<file path="config.mk">
export PLATFORM = sky130hd
export DESIGN_NAME = irq_controller
export DESIGN_NICKNAME = d
export VERILOG_FILES = /design/src/rtl/irq_controller.sv
export SDC_FILE = /design/constraint.sdc
export NUM_CORES = 1
export LEC_CHECK = 0
export BUFFER_PORTS_ARGS = -buffer_cell sky130_fd_sc_hd__buf_4
export CORE_ASPECT_RATIO = 0.7
export CORE_UTILIZATION = 52
export DETAILED_ROUTE_END_ITERATION = 7
export HOLD_SLACK_MARGIN = 0.02
export PLACE_DENSITY = 0.86
export SLEW_MARGIN = 10
export SYNTH_ARGS = -nofsm -noshare
export SYNTH_HDL_FRONTEND = slang
export SYNTH_SLANG_ARGS = --single-unit
</file>
<file path="constraint.sdc">
create_clock -name CLOCK_50 -period 3.8 [get_ports CLOCK_50]
set_clock_uncertainty 0.05 [all_clocks]
set_input_delay 0.19 -clock CLOCK_50 [delete_from_list [all_inputs] [get_ports CLOCK_50]]
set_output_delay 0.19 -clock CLOCK_50 [all_outputs]
set_load 0.02 [all_outputs]
</file>
<file path="src/rtl/irq_controller.sv">
// Multi-channel edge/level interrupt controller in front of the LEGv8 core's ExtIRQ/ExtIAck pins.
// Arbitrates masked pending requests and presents one registered request, its cause and its vector.
module irq_controller #(
    parameter int unsigned    N          = 64,
    parameter int unsigned    NCH        = 8,
    parameter logic [NCH-1:0] EDGE_MASK  = '1,
    parameter int unsigned    RR         = 0,
    parameter logic [63:0]    VEC_BASE   = 64'hD8,
    parameter logic [63:0]    VEC_STRIDE = 64'h8
) (
    input  logic                   CLOCK_50,
    input  logic                   reset,
    input  logic [NCH-1:0]         irq_in,
    input  logic                   mask_we,
    input  logic [NCH-1:0]         mask_wdata,
    input  logic                   ExtIAck,
    output logic                   ExtIRQ,
    output logic [$clog2(NCH)-1:0] cause,
    output logic [N-1:0]           vector,
    output logic [NCH-1:0]         pending
);

    localparam int unsigned CW = $clog2(NCH);

    typedef enum logic [1:0] {
        ST_IDLE = 2'd0,
        ST_REQ  = 2'd1,
        ST_WAIT = 2'd2
    } state_e;

    state_e           state_q, state_d;
    logic [NCH-1:0]   sync1_q, s_q, s_dly_q;
    logic [NCH-1:0]   pending_q, pending_d;
    logic [NCH-1:0]   mask_q;
    logic [NCH-1:0]   elig, clr_vec;
    logic [CW-1:0]    last_q, last_d;
    logic [CW-1:0]    cause_q, cause_d;
    logic [N-1:0]     vector_q, vector_d;
    logic             irq_q, irq_d;
    logic             ack_take;
    logic             win_vld;
    logic [CW-1:0]    win_idx;
    int unsigned      start_idx, cand;

    // Two-flop synchroniser plus one delay stage for rise detection
    always_ff @(posedge CLOCK_50 or negedge reset) begin
        if (!reset) begin
            sync1_q <= '0;
            s_q     <= '0;
            s_dly_q <= '0;
        end else begin
            sync1_q <= irq_in;
            s_q     <= sync1_q;
            s_dly_q <= s_q;
        end
    end

    // Edge channels hold until acknowledged (a fresh rise beats the clear); level channels follow s
    always_comb begin
        clr_vec   = '0;
        if (ack_take) clr_vec = NCH'(1) << cause_q;
        pending_d = (EDGE_MASK & ((pending_q & ~clr_vec) | (s_q & ~s_dly_q)))
                  | (~EDGE_MASK & s_q);
    end

    assign elig = pending_q & mask_q;

    // Scan from channel 0 (fixed) or from the slot after the last acknowledged one (round-robin)
    always_comb begin
        win_vld   = 1'b0;
        win_idx   = '0;
        start_idx = '0;
        cand      = '0;
        if (RR != 0) start_idx = (32'(last_q) + 32'd1) % NCH;
        for (int unsigned k = 0; k < NCH; k++) begin
            cand = (start_idx + k) % NCH;
            if (!win_vld && elig[CW'(cand)]) begin
                win_vld = 1'b1;
                win_idx = CW'(cand);
            end
        end
    end

    always_comb begin
        state_d  = state_q;
        cause_d  = cause_q;
        vector_d = vector_q;
        last_d   = last_q;
        irq_d    = 1'b0;
        ack_take = 1'b0;
        case (state_q)
            ST_IDLE: begin
                if (win_vld) begin
                    state_d  = ST_REQ;
                    cause_d  = win_idx;
                    vector_d = N'(VEC_BASE) + N'(win_idx) * N'(VEC_STRIDE);
                    irq_d    = 1'b1;
                end
            end
            ST_REQ: begin
                irq_d = 1'b1;
                if (ExtIAck) begin
                    ack_take = 1'b1;
                    last_d   = cause_q;
                    irq_d    = 1'b0;
                    state_d  = ST_WAIT;
                end
            end
            ST_WAIT: begin
                if (!ExtIAck) state_d = ST_IDLE;
            end
            default: state_d = ST_IDLE;
        endcase
    end

    always_ff @(posedge CLOCK_50 or negedge reset) begin
        if (!reset) begin
            state_q   <= ST_IDLE;
            pending_q <= '0;
            mask_q    <= '0;
            last_q    <= CW'(NCH - 1);
            cause_q   <= '0;
            vector_q  <= N'(VEC_BASE);
            irq_q     <= 1'b0;
        end else begin
            state_q   <= state_d;
            pending_q <= pending_d;
            if (mask_we) mask_q <= mask_wdata;
            last_q    <= last_d;
            cause_q   <= cause_d;
            vector_q  <= vector_d;
            irq_q     <= irq_d;
        end
    end

    assign ExtIRQ  = irq_q;
    assign cause   = cause_q;
    assign vector  = vector_q;
    assign pending = pending_q;

endmodule

</file>
==> results of run 1 <==
-- cell families (layout without fill, tap and decap cells) --
family	after synthesis	in the layout	share of synthesized area, %
other	1	58	0.159
adders and majority gates	2	2	1.06
DFF	52	52	55.4
buffers and inverters	70	64	20.8
AOI/OAI and AO/OA	40	40	12.8
muxes	13	13	6.10
and+or+nand+nor	18	18	3.71
-- Yosys cell counts (all sizes together) --
| cell | instances | area [um^2] |
|---|---|---|
| a32o | 2 | 20.0 |
| a211oi | 2 | 25.0 |
| mux2 | 11 | 124 |
| ha | 2 | 25.0 |
| nor2 | 1 | 3.75 |
| nand3 | 1 | 5.00 |
| a21boi | 1 | 7.51 |
| o21ai | 21 | 105 |
| nand2 | 9 | 33.8 |
| dfstp | 4 | 105 |
| nor2b | 1 | 6.26 |
| clkbuf | 1 | 3.75 |
| a211o | 1 | 8.76 |
| or2 | 1 | 6.26 |
| a21oi | 2 | 10.0 |
| buf | 59 | 450 |
| conb | 1 | 3.75 |
| inv | 10 | 37.5 |
| nand3b | 1 | 7.51 |
| a41o | 1 | 21.3 |
| a22o | 3 | 26.3 |
| o31ai | 2 | 15.0 |
| nand2b | 3 | 18.8 |
| mux2i | 2 | 20.0 |
| dfrtp | 48 | 1200 |
| a22oi | 5 | 62.6 |
| and2 | 1 | 6.26 |
-- power by group through the flow --
stage / clock network [mW] / registers, mW / logic, mW
after floorplan: 0 / 0.831 / 0.338
after global placement: 0 / 0.760 / 0.529
after detailed placement: 0 / 0.769 / 0.542
after CTS: 0.322 / 0.758 / 0.552
after global routing: 0.346 / 0.775 / 0.601
final: 0.318 / 0.757 / 0.544
-- sequential cells by signal, indices dropped and copies added (netlist names) --
| signal | cells |
|---|---|
| mask_q | 8 |
| pending | 8 |
| s_dly_q | 8 |
| s_q | 8 |
| sync1_q | 8 |
| vector | 6 |
| cause | 3 |
| state_q | 2 |
| ExtIRQ | 1 |
-- timing repair --
item,4_1_cts,5_1_grt
resized for setup,0,0
hold endpoints to repair,56,0
hold buffers,9,0
-- area by class of cell --
class / instances / area [um^2] / share of cell area [%]
flip-flops and latches: 52 / 1310 / 49.3
multi-input cells: 131 / 776 / 29.3
repair buffers: 46 / 368 / 13.9
clock buffers: 5 / 68.8 / 2.60
well taps: 55 / 68.8 / 2.60
inverters: 10 / 37.5 / 1.42
clock inverters: 3 / 22.5 / 0.851
-- critical path: cells and delay by family (launching register included) --
kind / cells / cell delay, ns
AND/OR/NAND/NOR: 1 / 0.10
flip-flops: 1 / 0.43
adder cells (fa/ha/maj): 2 / 0.46
AO/OA/AOI/OAI: 2 / 0.53
multiplexers: 1 / 0.25
buffers and inverters: 1 / 0.04
-- through the flow --
step / power (mW) / std cells
final: 1.62 / 302
after global routing: 1.72 / 302
after CTS: 1.63 / 302
after detailed placement: 1.31 / 285
after global placement: 1.29 / 285
after floorplan: 1.17 / 253
-- path summary, 6_finish.rpt --
path	depth (start not counted)	slack, ns	end
worst max-delay path	7	1.83	vector[5]
worst min-delay path	2	0.07	mask_q[3]
worst max register to register	7	1.83	vector[5]
worst min register to register	0	0.30	s_q[0]
max in group asynchronous	2	2.90	sync1_q[0]
min in group asynchronous	2	0.40	mask_q[7]
-- per-layer routing --
layer  global-route usage (%)  wire length, um  up-vias
li1                         -                -      636
met5                        0                0        -
met2                     27.5             1930       43
met1                     22.1             1630      662
met3                     5.27              198        2
met4                     4.93                8        0
==> results by group, run 1 <==
Final layout
  • Final core occ: 60.8%
  • Design area: 2650 um^2
  • Nets: 268
  • Most frequent cells in the layout: conb_1 (58), dfrtp_1 (48), buf_4 (37)
  • Layout cell share with drive strength beyond 1: 27.5%
  • Layout area overhead: 12.2%
  • Fillers: 371
  • Diodes inserted: 0
  • Most common cell after layout, fill and taps aside: conb_1

Detailed routing
  • DR WL/cell: 12.5 um
  • Drt first-iter violations: 74
  • ANT nets after route: 0
  • Drt total wl: 3770 um
  • Pre-antenna DRT Iters: 4
  • Routed via count: 1343
  • Drc violations: 0
  • Vias per cell: 4.45

GRT
  • Largest net degree at the start of global routing: 53
  • GRT overflow: 0
  • Gr usage total: 16.9%
  • Initial antenna violation count: 0
  • First-pass GRT wire length: 5910 um
  • Vias in the first global route: 1286

Floorplan
  • Row count: 20
  • Core ar.: 4350 um^2
  • Chip width: 82.5 um
  • Initial Util: 54.2%
  • Chip height: 58.4 um
  • Die area: 4820 um^2
  • # IOs: 96

Clocking
  • Number of post-CTS setup repair buffers: 0
  • Clock Sinks: 52
  • Clock buffer depth: 2
  • CTS clk-pin slew, worst paths: 0.09 ns
  • Cts bufs inserted: 5
  • CTS tree: done
  • Worst-Skew Late Latency: 0.30 ns
  • CTS root buffer: clkbuf_8
  • H-tree Lvls: 2

Worst setup path
  • Crit path cell chain: nand2_1 > a32o_1 > a22oi_2 > ha_1 > inv_1 > ha_1 > mux2_2
  • Crit path from: pending[6]
  • Startpoint Class: register
  • Worst path slowest cell: dfrtp_1
  • Kind of critical path: register to register
  • FF-to-FF Start: pending[6]
  • Critical Path Max Stage Delay: 0.43 ns
  • Most used cell, CP: ha_1
  • Worst-path fanout max: 5
  • Worst EP required: 3.95 ns
  • Crit. End Element: register
  • Worst EP arrival: 2.12 ns

Placement
  • HPWL after DPL: 2710 um
  • Placed Area: 2470 um^2
  • PortBufs: 37
  • Worst slack, placed: 1.83 ns
  • Placer Congestion: 0.830

Flow run
  • Max-Cap Viols: 0

Outcome
  • Status: finished clean

Logic synthesis
  • #FFs+latches synth: 52
  • Syn_area_per_cell: 12.0 um^2
  • Mapped Area: 2360 um^2
  • Part of the Yosys area used for sequential elements: 55.4%
  • Syn Inst Count: 196
  • Post-synth cell types: 28
  • Yosys warnings: 0

Timing
  • PnR worst setup slack: 1.83 ns
  • Worst Max-Slew Pin Slew: 0.617 ns
  • Final max-slew violation count: 0
  • Fin crit share: 51.9%
  • Relative slew slack: 58.9%
  • Tmin final: 1.97 ns
  • Final count of negative-setup-slack endpoints: 0
  • Min Hold Slack: 0.0689 ns
  • Max frequency: 0.507 GHz
  • Hold Vio Cnt, Final: 0
  • Setup Total Neg Slack: 0 ns
  • RSZ-0062 raised after global routing: no

Power
  • Lkg Pwr: 1.28 nW
  • Flop pwr share: 46.8%
  • Sw Share: 36.5%
  • Peak VDD IR: 0.326 mV
  • Clock network power share: 19.7%
  • Cell internal pwr: 1.03 mW
  • Comb power frac: 33.6%
  • Switching pwr: 590 uW
  • Power per cell area: 611 nW/um^2

Min path
  • Hold WC Path Type: primary input to register
  • Hold Crit Start: mask_wdata[3]
Note: power is estimated with default switching activity, not from simulation.
==> inputs of run 2 (changes only) <==
--- a/config.mk
+++ b/config.mk
@@ -7,10 +7,10 @@
 export LEC_CHECK = 0
 export BUFFER_PORTS_ARGS = -buffer_cell sky130_fd_sc_hd__buf_4
 export CORE_ASPECT_RATIO = 0.7
-export CORE_UTILIZATION = 52
+export CORE_UTILIZATION = 48
 export DETAILED_ROUTE_END_ITERATION = 7
 export HOLD_SLACK_MARGIN = 0.02
-export PLACE_DENSITY = 0.86
+export PLACE_DENSITY = 0.81
 export SLEW_MARGIN = 10
 export SYNTH_ARGS = -nofsm -noshare
 export SYNTH_HDL_FRONTEND = slang
==> constraint.sdc (replaced) <==
create_clock -name CLOCK_50 -period 1.9 [get_ports CLOCK_50]
set_clock_uncertainty 0.05 [all_clocks]
set_input_delay 0.095 -clock CLOCK_50 [delete_from_list [all_inputs] [get_ports CLOCK_50]]
set_output_delay 0.095 -clock CLOCK_50 [all_outputs]
set_load 0.02 [all_outputs]
==> run 2 against run 1 <==
Clock power increased by 97%. Wire length grew 6.4%. Critical path depth is the same. Power grew 110%. Utilization grew 1.8 points. Non-clock buffer count is 19 higher. Final cell count up 9.9%. Critical path type unchanged. Largest power group unchanged. Highest routed layer unchanged.
==> results by group, run 2 (same netlist as run 1, synthesis figures left out) <==
Outcome
  • Status: finished clean

Timing
  • Min Hold Slack: 0.0699 ns (+0.000989 ns)
  • Tmin final: 1.85 ns (-0.126 ns)
  • Setup Total Neg Slack: 0 ns (unchanged)
  • Final count of negative-setup-slack endpoints: 0 (unchanged)
  • Max frequency: 0.541 GHz (+6.8%)
  • Final max-slew violation count: 0 (unchanged)
  • RSZ-0062 raised after global routing: yes
  • Worst Max-Slew Pin Slew: 0.625 ns (+0.00833 ns)
  • Hold Vio Cnt, Final: 0 (unchanged)
  • PnR worst setup slack: 0.0524 ns (-1.77 ns)
  • Relative slew slack: 58.3% (-0.56 points)
  • Fin crit share: 97.2% (+45 points)

Worst setup path
  • Crit path from: mask_q[1]
  • FF-to-FF Start: mask_q[1]
  • Worst EP required: 2.05 ns (-1.90 ns)
  • Reg-to-reg slack, setup: 0.05 ns (-1.77 ns)
  • Worst-path fanout max: 3 (-2)
  • Crit. End Element: register
  • Startpoint Class: register
  • Crit path cell chain: a22o_1 > a211oi_2 > a22oi_2 > ha_2 > inv_1 > ha_1 > mux2_2
  • Count of buffer and inverter cells on the critical path: 1 (unchanged)
  • End point of the critical path: vector[5]
  • Kind of critical path: register to register
  • Critical Path Max Stage Delay: 0.43 ns (about the same)
  • Worst EP arrival: 1.99 ns (-0.13 ns)
  • CP delay by family, top: compound AO/OA/AOI/OAI gates
  • Reg-to-Reg End: vector[5]
  • WP depth: 7 (unchanged)
  • R2R cell count: 7 (unchanged)
  • Worst path slowest cell: dfrtp_1

Placement
  • Placed Area: 2530 um^2 (+2.7%)
  • Cells after DPL: 302 (+6.0%)
  • HPWL after DPL: 2850 um (+5.2%)
  • Placer Congestion: 0.860 (+3.5%)
  • PortBufs: 37 (unchanged)
  • Worst slack, placed: 0.0432 ns (-1.79 ns)

Clocking
  • Worst-Skew Late Latency: 0.30 ns (about the same)
  • CTS clk-pin slew, worst paths: 0.09 ns (about the same)
  • Clock buffer depth: 2 (unchanged)
  • CTS tree: done
  • Clock Sinks: 52 (unchanged)
  • H-tree Lvls: 2 (unchanged)
  • CTS root buffer: clkbuf_8
  • Cts bufs inserted: 5 (unchanged)

Final layout
  • Layout area overhead: 20.1%
  • Area of the multi-input gates: 778 um^2 (+0.32%)
  • Final core occ: 62.6% (+1.8 points)
  • Design area: 2830 um^2 (+7.0%)
  • Fillers: 375 (+1.1%)
  • Most common cell after layout, fill and taps aside: conb_1
  • Layout cell share with drive strength beyond 1: 31.6% (+4.0 points)
  • Post-route insts no fill: 332 (+9.9%)
  • Register Area: 1310 um^2 (+0.57%)
  • Most frequent cells in the layout: conb_1 (58), buf_4 (47), dfrtp_1 (42)
  • Nets: 287 (+7.1%)
  • Diodes inserted: 0 (unchanged)

Detailed routing
  • Vias per cell: 4.33 (-2.7%)
  • DR WL/cell: 12.1 um (-3.2%)
  • Drt first-iter violations: 50 (-32%)
  • ANT nets after route: 0 (unchanged)
  • Pre-antenna DRT Iters: 4 (unchanged)
  • Drc violations: 0 (unchanged)
  • Drt total wl: 4010 um (+6.4%)
  • Routed via count: 1436 (+6.9%)

Floorplan
  • Core ar.: 4530 um^2 (+4.0%)
  • # IOs: 96 (unchanged)
  • Die area: 5200 um^2 (+8.1%)
  • Chip width: 85.8 um (+4.0%)
  • Row count: 20 (unchanged)
  • Chip height: 60.7 um (+3.9%)
  • Initial Util: 52.1% (-2.1 points)

GRT
  • Largest net degree at the start of global routing: 53 (unchanged)
  • Gr usage total: 16.4% (-0.53 points)
  • First-pass GRT wire length: 6200 um (+5.0%)
  • GRT overflow: 0 (unchanged)
  • Vias in the first global route: 1219 (-5.2%)
  • Initial antenna violation count: 0 (unchanged)

Power
  • Lkg Pwr: 1.35 nW (+5.7%)
  • Total power: 3.34 mW (+110%)
  • Power per cell area: 1180 nW/um^2 (+93%)
  • Peak VDD IR: 0.541 mV (+66%)

Flow run
  • Max-Cap Viols: 0 (unchanged)

Min path
  • Hold Crit Start: mask_we
  • Hold WC Path Type: primary input to register
==> run 2: cell count changes in the layout (fill, tap and decap cells not counted), moves of 6 or more <==
| cell | change |
|---|---|
| dlygate4sd3_1 | +9 |
| buf_4 | +10 |
| dfrtp_1 | -6 |
| dfrtp_2 | +6 |
==> run 2: power by group <==
part | leakage [nW] | internal, mW | total [mW] | switching, mW
registers | 0.586 | 1.34 | 1.49 | 0.154
clock network | 0.0414 | 0.263 | 0.625 | 0.363
logic | 0.726 | 0.539 | 1.22 | 0.682
total | 1.35 | 2.14 | 3.34 | 1.20
==> run 2: layer usage <==
| layer | vias up | share of wire (%) | GRT usage (%) | routed length [um] |
|---|---|---|---|---|
| li1 | 683 | - | - | - |
| met5 | - | 0 | 0 | 0 |
| met2 | 49 | 48 | 26.1 | 1930 |
| met3 | 6 | 5.1 | 4.49 | 204 |
| met1 | 698 | 45 | 22.1 | 1820 |
| met4 | 0 | 1.3 | 6.43 | 52 |
==> run 2: timing repair <==
item,CTS,global route
hold endpoints to repair,67,0
gates resized for setup,0,1
hold buffers,18,0
setup buffers,0,4
setup endpoints to repair,0,1
==> run 2: worst min path at each step <==
stage	to	slack, ns	cells after the start
floorplan	ExtIRQ	-0.25	0
global placement	mask_q[6]	0.10	1
detailed placement	mask_q[6]	0.11	1
CTS	mask_q[6]	0.06	2
global route	mask_q[2]	0.07	2
finish	mask_q[6]	0.07	2
==> run 2: cell type report <==
type / instances / area share [%]
flip-flops and latches: 52 / 46.4
multi-input cells: 131 / 27.5
repair buffers: 65 / 18.8
well taps: 66 / 2.91
clock buffers: 6 / 2.56
inverters: 10 / 1.32
clock inverters: 2 / 0.574
==> inputs of run 3 (changes only) <==
--- a/config.mk
+++ b/config.mk
@@ -10,7 +10,7 @@
 export CORE_UTILIZATION = 48
 export DETAILED_ROUTE_END_ITERATION = 7
 export HOLD_SLACK_MARGIN = 0.02
-export PLACE_DENSITY = 0.81
+export PLACE_DENSITY = 0.9
 export SLEW_MARGIN = 10
 export SYNTH_ARGS = -nofsm -noshare
 export SYNTH_HDL_FRONTEND = slang
==> run 3 against run 2 <==
The run now ends with setup timing left. Largest cell class unchanged. Sequential cell count unchanged. Critical endpoint unchanged. Critical path type unchanged. Non-clock buffer count fell by 1. Sequential share of layout area increased by 0.079 points. Global-route usage up 1.4 points.
==> results by group, run 3 (same netlist as run 1, synthesis figures left out) <==
Final layout
  • Layout cell share with drive strength beyond 1: 31.3% (-0.26 points)
  • Most common cell after layout, fill and taps aside: conb_1
  • Design area: 2830 um^2 (-0.26%)
  • Nets: 286 (-0.35%)
  • Layout area overhead: 19.8%
  • Most frequent cells in the layout: conb_1 (58), buf_4 (46), dfrtp_1 (43)
  • Diodes inserted: 0 (unchanged)

Detailed routing
  • Drt first-iter violations: 64 (+28%)
  • Drt total wl: 4220 um (+5.3%)
  • Pre-antenna DRT Iters: 4 (unchanged)
  • Vias per cell: 4.36 (+0.72%)
  • ANT nets after route: 0 (unchanged)
  • Drc violations: 0 (unchanged)
  • DR WL/cell: 12.7 um (+5.6%)
  • Routed via count: 1442 (+0.42%)

Floorplan
  • Chip width: 85.8 um (unchanged)
  • Initial Util: 52.1% (unchanged)
  • Row count: 20 (unchanged)
  • Core ar.: 4530 um^2 (unchanged)
  • Die area: 5200 um^2 (unchanged)
  • # IOs: 96 (unchanged)
  • Chip height: 60.7 um (unchanged)

Timing
  • PnR worst setup slack: -0.0324 ns (-0.0848 ns)
  • Fin crit share: 102% (+4.5 points)
  • Relative slew slack: 58.7% (+0.35 points)
  • Tmin final: 1.93 ns (+0.0848 ns)
  • Setup Total Neg Slack: -0.0324 ns (-0.0324 ns)
  • Worst Max-Slew Pin Slew: 0.620 ns (-0.00519 ns)
  • RSZ-0062 raised after global routing: yes
  • Final max-slew violation count: 0 (unchanged)
  • Max frequency: 0.517 GHz (-4.4%)
  • Final count of negative-setup-slack endpoints: 1 (+1)
  • Hold Vio Cnt, Final: 0 (unchanged)

Power
  • Comb power frac: 36.1% (-0.4 points)
  • Sw Share: 36.4% (+0.46 points)
  • Power per cell area: 1180 nW/um^2 (about the same)
  • Peak VDD IR: 0.544 mV (+0.59%)
  • Clock network power share: 18.8% (about the same)
  • Cell internal pwr: 2.12 mW (-0.93%)
  • Flop pwr share: 45.1% (+0.4 points)
  • Lkg Pwr: 1.35 nW (about the same)
  • Switching pwr: 1.21 mW (+1.1%)

Min path
  • Hold WC Path Type: primary input to register
  • Hold Crit Start: mask_we

Clocking
  • Clock Sinks: 52 (unchanged)
  • Cts bufs inserted: 5 (unchanged)
  • Count of cells resized by post-cts repair: 0 (unchanged)
  • H-tree Lvls: 2 (unchanged)
  • CTS clk-pin slew, worst paths: 0.09 ns (about the same)
  • CTS root buffer: clkbuf_8
  • Clock buffer depth: 2 (unchanged)
  • CTS tree: done
  • Worst-Skew Late Latency: 0.30 ns (about the same)

Placement
  • PortBufs: 37 (unchanged)
  • Worst slack, placed: 0.00790 ns (-0.0353 ns)
  • Placed Area: 2530 um^2 (unchanged)
  • Placer Congestion: 0.813 (-5.4%)
  • HPWL after DPL: 3020 um (+6.0%)

Worst setup path
  • Crit path from: pending[1]
  • Reg-to-Reg End: vector[5]
  • End point of the critical path: vector[5]
  • Reg-to-reg slack, setup: -0.03 ns (-0.08 ns)
  • Startpoint Class: register
  • Worst-path fanout max: 2 (-1)
  • Worst EP arrival: 2.08 ns (+0.09 ns)
  • FF-to-FF Start: pending[1]
  • Kind of critical path: register to register
  • Crit. End Element: register
  • R2R cell count: 7 (unchanged)
  • Worst EP required: 2.04 ns (about the same)

Outcome
  • Failing checks: setup timing
  • Status: complete, but fails checks

GRT
  • First-pass GRT wire length: 6690 um (+7.8%)
  • Initial antenna violation count: 0 (unchanged)
  • GRT overflow: 0 (unchanged)
  • Vias in the first global route: 1400 (+15%)
  • Largest net degree at the start of global routing: 53 (unchanged)
  • Gr usage total: 17.8% (+1.4 points)

Flow run
  • Max-Cap Viols: 0 (unchanged)
[run 3: changes by cell type in the layout (fill, tap and decap cells not counted)]
cell / delta
buf_4: -1
clkbuf_1: -1
clkinv_2: +1
clkinv_4: -1
dfrtp_1: +1
dfrtp_2: -1
inv_6: +1
[run 3: how the worst min path moves through the flow]
stage,endpoint,slack [ns],cells after the start
2_1_floorplan,ExtIRQ,-0.25,0
3_3_place_gp,mask_q[7],0.1,1
3_5_place_dp,mask_q[7],0.11,1
4_1_cts,mask_q[0],0.06,2
5_1_grt,mask_q[0],0.07,2
6_report,mask_q[0],0.07,2
[run 3: per-layer routing]
metal  vias to the layer above  track usage (%)  share of wire (%)
li1                        679                -                  -
met1                       706             21.6                 42
met2                        54             32.3                 52
met3                         3             4.49                5.0
met4                         0             5.00               0.59
met5                         -                0                  0
[run 3: final cells by class]
class	instances	area, um^2
clock buffers	5	68.8
flip-flops and latches	52	1310
multi-input cells	131	778
repair buffers	64	526
inverters	10	37.5
clock inverters	3	21.3
well taps	66	82.6
fillers	353	1700
[run 3: critical path: stages, from the launching register on]
cell	delay (ns)
dfrtp_2	0.42
a22o_1	0.27
a211oi_2	0.26
a22oi_2	0.13
ha_2	0.17
inv_1	0.05
ha_1	0.21
mux2_2	0.26
[run 3: power by group through the flow]
stage	clock, mW	combinational (mW)	sequential (mW)
detailed placement	0	1.14	1.53
floorplan	0	0.678	1.67
finish	0.627	1.20	1.50
CTS	0.649	1.20	1.50
global placement	0	1.11	1.51
global route	0.710	1.31	1.52
[run 3: what timing repair did]
action | 4_1_cts | 5_1_grt
endpoints found under the hold margin | 67 | 0
hold buffers | 18 | 0
pin swaps | 3 | 1
setup buffers | 2 | 1
setup endpoints to repair | 1 | 1
cloned | 0 | 0
[run 3: stage by stage]
step                util (%)  instances  total power, mW  hold slack, ns
floorplan                  -        253             2.35          -0.251
global placement        55.9        302             2.63          0.0981
detailed placement      55.9        302             2.67           0.107
CTS                     62.2        330             3.35          0.0640
global route            62.4        331             3.54          0.0668
finish                  62.4        331             3.33          0.0713
